[config.mk]
export PLATFORM = sky130hd
export DESIGN_NAME = state_hex_display
export DESIGN_NICKNAME = d
export VERILOG_FILES = /design/src/rtl/state_hex_pkg.sv /design/src/rtl/sev_seg.sv /design/src/rtl/state_hex_display.sv
export SDC_FILE = /design/constraint.sdc
export NUM_CORES = 1
export LEC_CHECK = 0
export CORE_UTILIZATION = 50
export DETAILED_ROUTE_END_ITERATION = 16
export HOLD_SLACK_MARGIN = 0.02
export PLACE_DENSITY = 0.75
export SLEW_MARGIN = 20
export SYNTH_ARGS = -nofsm -noshare
export SYNTH_HDL_FRONTEND = slang
export SYNTH_SLANG_ARGS = --single-unit
[constraint.sdc]
create_clock -name clk -period 4 [get_ports clk]
set_clock_uncertainty 0.15 [all_clocks]
set_input_delay 0.8 -clock clk [delete_from_list [all_inputs] [get_ports clk]]
set_output_delay 0.8 -clock clk [all_outputs]
set_load 0.02 [all_outputs]
[src/rtl/state_hex_pkg.sv]
// state_hex_pkg: display modes, segment constants and one-hot helpers
package state_hex_pkg;

    typedef enum logic [1:0] {
        MODE_STATIC = 2'b00,
        MODE_BLINK  = 2'b01,
        MODE_SCROLL = 2'b10,
        MODE_BLANK  = 2'b11
    } mode_e;

    localparam logic [6:0] SEG_BLANK  = 7'h7F;
    localparam logic [6:0] SEG_DASH   = 7'b0111111;
    localparam int         MAX_STATES = 64;

    function automatic logic onehot_legal(input logic [MAX_STATES-1:0] v);
        int cnt = 0;
        for (int i = 0; i < MAX_STATES; i++) cnt = cnt + int'(v[i]);
        return cnt == 1;
    endfunction

    function automatic int onehot_index(input logic [MAX_STATES-1:0] v);
        int idx = 0;
        for (int i = 0; i < MAX_STATES; i++) if (v[i]) idx = i;
        return idx;
    endfunction

endpackage

[src/rtl/sev_seg.sv]
// sev_seg: hex nibble to active-low seven-segment pattern (bit0=a .. bit6=g)
module sev_seg (
    input  logic [3:0] nibble,
    output logic [6:0] seg
);

    // lookup of the sixteen hex glyphs
    always_comb begin
        seg = 7'h7F;
        case (nibble)
            4'h0: seg = 7'h40;
            4'h1: seg = 7'h79;
            4'h2: seg = 7'h24;
            4'h3: seg = 7'h30;
            4'h4: seg = 7'h19;
            4'h5: seg = 7'h12;
            4'h6: seg = 7'h02;
            4'h7: seg = 7'h78;
            4'h8: seg = 7'h00;
            4'h9: seg = 7'h10;
            4'hA: seg = 7'h08;
            4'hB: seg = 7'h03;
            4'hC: seg = 7'h46;
            4'hD: seg = 7'h21;
            4'hE: seg = 7'h06;
            default: seg = 7'h0E;
        endcase
    end

endmodule

[src/rtl/state_hex_display.sv]
// state_hex_display: one-hot FSM state to multi-digit seven-segment message with blink/scroll
module state_hex_display
    import state_hex_pkg::*;
#(
    parameter int NUM_STATES = 7,
    parameter int NUM_DIGITS = 6,
    parameter int TICK_DIV   = 25_000_000,
    parameter logic [NUM_STATES*NUM_DIGITS*4-1:0] MSG_TABLE = '0
) (
    input  logic                    clk,
    input  logic                    reset,
    input  logic [NUM_STATES-1:0]   state,
    input  logic [1:0]              mode,
    output logic [7*NUM_DIGITS-1:0] hex_out,
    output logic                    illegal
);

    localparam int TW = $clog2(TICK_DIV);
    localparam int OW = NUM_DIGITS > 1 ? $clog2(NUM_DIGITS) : 1;
    localparam int SW = NUM_STATES > 1 ? $clog2(NUM_STATES) : 1;
    localparam int HW = 7 * NUM_DIGITS;

    logic [NUM_STATES-1:0] state_q;
    mode_e                 mode_q;
    logic                  primed;
    logic [TW-1:0]         tick_cnt;
    logic                  phase;
    logic [OW-1:0]         offset;
    logic                  restart;
    logic                  tick;
    logic                  legal;
    logic [SW-1:0]         sel;
    logic [3:0]            msg [NUM_STATES][NUM_DIGITS];
    logic [HW-1:0]         seg_flat;
    logic [HW-1:0]         rot;
    logic [HW-1:0]         next_hex;

    assign restart = (state != state_q) || (mode_e'(mode) != mode_q);
    assign tick    = tick_cnt == TW'(TICK_DIV - 1);
    assign legal   = onehot_legal(MAX_STATES'(state_q));
    assign sel     = SW'(onehot_index(MAX_STATES'(state_q)));

    for (genvar s = 0; s < NUM_STATES; s++) begin : g_msg
        for (genvar d = 0; d < NUM_DIGITS; d++) begin : g_dig
            assign msg[s][d] = MSG_TABLE[(s*NUM_DIGITS+d)*4 +: 4];
        end
    end

    for (genvar d = 0; d < NUM_DIGITS; d++) begin : g_seg
        sev_seg u_seg (
            .nibble (msg[sel][d]),
            .seg    (seg_flat[d*7 +: 7])
        );
    end

    // input stage: register state/mode; primed marks the first post-reset sample
    always_ff @(posedge clk) begin
        if (reset) begin
            state_q <= '0;
            mode_q  <= MODE_STATIC;
            primed  <= 1'b0;
        end else begin
            state_q <= state;
            mode_q  <= mode_e'(mode);
            primed  <= 1'b1;
        end
    end

    // tick prescaler, blink phase and scroll offset; a restart beats a coincident tick
    always_ff @(posedge clk) begin
        if (reset || restart) begin
            tick_cnt <= '0;
            phase    <= 1'b0;
            offset   <= '0;
        end else if (tick) begin
            tick_cnt <= '0;
            phase    <= ~phase;
            offset   <= offset == OW'(NUM_DIGITS - 1) ? '0 : offset + 1'b1;
        end else begin
            tick_cnt <= tick_cnt + 1'b1;
        end
    end

    // rotate left by offset digits: digit i shows message digit (i+offset) mod NUM_DIGITS
    always_comb begin
        rot = HW'({seg_flat, seg_flat} >> (7 * offset));
    end

    assign next_hex = mode_q == MODE_BLANK              ? {NUM_DIGITS{SEG_BLANK}} :
                      !legal                            ? {NUM_DIGITS{SEG_DASH}}  :
                      (mode_q == MODE_BLINK && phase)   ? {NUM_DIGITS{SEG_BLANK}} :
                      mode_q == MODE_SCROLL             ? rot                     :
                                                          seg_flat;

    // output register, held blank until the input stage has a valid sample
    always_ff @(posedge clk) begin
        if (reset || !primed) begin
            hex_out <= '1;
            illegal <= 1'b0;
        end else begin
            hex_out <= next_hex;
            illegal <= !legal;
        end
    end

endmodule

==> metrics.md <==
| Metric | Value |
|---|---|
| Outcome | finished, final reports clean |
| Setup slack after placement | ~0.28 ns |
| Drt pass-1 iters | 5 |
| Total wire length | around 7200 um |
| Worst EP required | between 4 and 5 ns |
| Worst rel slew slack | approximately 52% |
| Register Area | about 1200 um2 |
| Placer Congestion | approximately 0.9 |
| Worst r2r dst | hex_out[41] |
| Clock Latency Late Sink | approximately 0.35 ns |
| Post-route design area | roughly 4000 um2 |
| Final Max Slew Viols | 0 |
| # H-tree levels | 3 |
| Sequential-to-total area share from yosys stat | ~36% |
| R2R depth | 9 |
| Clock Tree Root | clkbuf_8 |
| Final Hold Fails | 0 |
| Worst path arrival time | approximately 3.9 ns |
| Placed Area | approximately 3800 um2 |
| P&R area growth vs syn | 20.6% |
| Cts bufs inserted | 9 |
| Peak supply drop | 333 uV |
| Setup_tns | 0 ns |
| Clock transition at the registers of the reported paths | around 0.070 ns |
| Min-delay src | primed |
| WS Path Type | reg2reg |
| Initial Util | a little over half |
| Core Rows | 29 |
| CTS tree | done |
| Leakage power | approximately 1.5 nW |
| Core Area | roughly 6400 um2 |
| Final Worst Setup Slack | about 0.24 ns |
| Ant diodes | 0 |
| CTS max path bufs | 2 |
| Die H | ~84 um |
| Minimum clock period | 3.76 ns |
| Multi-input gate area | 1820 um2 |
| Netlist area before placement | 3330 um2 |
| GRT Util Overall | 21.7% |
| Sink Count | 60 |
| Worst setup SP type | flop |
| First-pass GRT wire length | roughly 12,000 um |
| Nets | about 440 |
| Post-DR vias/cell | between 5 and 6 |
| Post-synth top flop | dfxtp_1 |
| Setup-failing EPs final | 0 |
| Worst R2R Setup Slack | 0.24 ns |
| First DRT Iteration DRCs | 209 |
| Post-layout util | a little over three fifths |
| Cell variety after synth | 47 |
| Post-DRT Antenna Nets | 0 |
| Port bufs | 53 |
| Residual DRC count | 0 |
| Worst-margin pin slew | 0.711 ns |
| Max_cap viols | 0 |
| Vias in the first global route | roughly 2,600 |
| Worst Path Max Fanout | 14 |
| FFs w/ async S/R, synth | 0% |
| Achievable clock frequency | around 270 MHz |
| Power Dens Cells | around 380 nW/um2 |
| Cell depth of the worst hold path | 2 |
| Final period util | a little over nine tenths |
| Synthesis Warnings | 0 |
| Most common cell after layout, fill and taps aside | dfxtp_1 |
| Hold Slack | 0.337 ns |
| Post-CTS setup buffer count | 0 |
| FF+latch count, synth | 60 |
| Most frequent cells in the layout | dfxtp_1, clkdlybuf4s50_1, nand3_1 |
| Layout cells sized above 1 | 6.97% |
| R2R Path Start | offset[0] |
| Die Area | 6990 um2 |
| Cts hold-fix bufs | 0 |
| Hold EP | illegal |
| Min-Delay Path Class | reg2reg |
| Wirelength per Cell | 14.7 um |
| CP Capture Type | flop |
| DR vias | 2,879 |
| Largest net degree at the start of global routing | 30 |
| Total grt overflow | 0 |
| Die Wd | 83.6 um |
| RSZ-0062 raised after global routing | no |
| EDFF count, synth | 0 |
| Fillers | 571 |
| I/O pin cnt | 54 |
| CTS resizes | 0 |
| Syn_area_per_cell | around 8.7 um2 |
| Syn nets | around 400 |
| Cells after synthesis | 381 |
| Detail Placement HPWL | 5200 um |
| Antenna violations before repair | 0 |
==> worst max path at each step <==
stage / start / endpoint / depth (start not counted)
after floorplan: offset[1] / hex_out[41] / 11
after global placement: offset[0] / hex_out[41] / 9
after detailed placement: offset[0] / hex_out[41] / 9
after CTS: offset[0] / hex_out[41] / 9
after global routing: offset[0] / hex_out[41] / 9
final: offset[0] / hex_out[41] / 9
==> Yosys cell counts (3+ instances only) <==
cell type	number	area share, %
xor2_1	14	3.7
o21ai_0	21	3.2
nor4_1	4	0.75
clkbuf_1	14	1.6
inv_1	20	2.3
fa_1	7	4.2
or4_1	10	2.3
o211ai_1	3	0.68
nor2b_1	10	1.9
buf_2	3	0.45
ha_1	8	3.0
dfxtp_1	60	36
a211oi_1	16	3.6
nand2b_1	7	1.3
nand2_1	23	2.6
nor2_1	8	0.90
buf_4	22	5.0
nor3b_1	3	0.68
xnor2_1	7	1.8
a21oi_1	20	3.0
nand3_1	24	3.6
nor3_1	15	2.3
or3_1	9	1.7
or4_4	4	1.4
nand4_1	6	1.1
o31ai_1	14	3.2
==> flip-flops by register name, summed over array words and instances (netlist names) <==
name,cells
tick_cnt,25
hex_out,20
state_q,7
offset,3
mode_q,2
illegal,1
phase,1
primed,1
==> cell type report <==
| class | instances | share of cell area [%] |
|---|---|---|
| clock buffer | 12 | 3.86 |
| inverter | 20 | 1.87 |
| sequential | 60 | 29.9 |
| multi-input combinational | 261 | 45.2 |
| clock inverter | 4 | 2.37 |
| timing repair buffer | 59 | 14.3 |
| tap | 77 | 2.40 |
==> routing by layer <==
| layer | global-route usage (%) | share of wire (%) | up-vias |
|---|---|---|---|
| met5 | 0 | 0 | - |
| met4 | 8.78 | 1.7 | 0 |
| met3 | 5.24 | 4.9 | 13 |
| met2 | 34.8 | 48 | 94 |
| met1 | 28.1 | 46 | 1348 |
| li1 | - | - | 1424 |
==> stage by stage <==
step | total power [mW] | instances
2_1_floorplan | 0.793 | 381
3_3_place_gp | 0.867 | 477
3_5_place_dp | 0.871 | 477
4_1_cts | 1.56 | 493
5_1_grt | 1.61 | 493
6_report | 1.54 | 493
==> cells by family after synthesis <==
group,count (synthesis),share of synthesized area (%)
simple gates,141,25.8
xor+xnor,21,5.52
buf+inv,60,9.36
compound gates,83,15.7
mux,1,0.301
fa+ha+maj,15,7.22
flops,60,36.1
==> power breakdown <==
part,internal (mW),switching [mW],leakage [nW]
combinational,0.108,0.107,0.840
clock,0.447,0.240,0.127
sequential,0.625,0.0149,0.489
total,1.18,0.362,1.46
==> worst max-delay path, cell delays in order, from the launching register on <==
cell and delay (ns):
dfxtp_1 0.56, inv_1 0.18, fa_1 0.58, inv_1 0.06
ha_1 0.21, fa_1 0.75, or4b_2 0.66, nand3_1 0.15
a21oi_1 0.10, o31ai_1 0.25
Note: power is estimated with default switching activity, not from simulation.
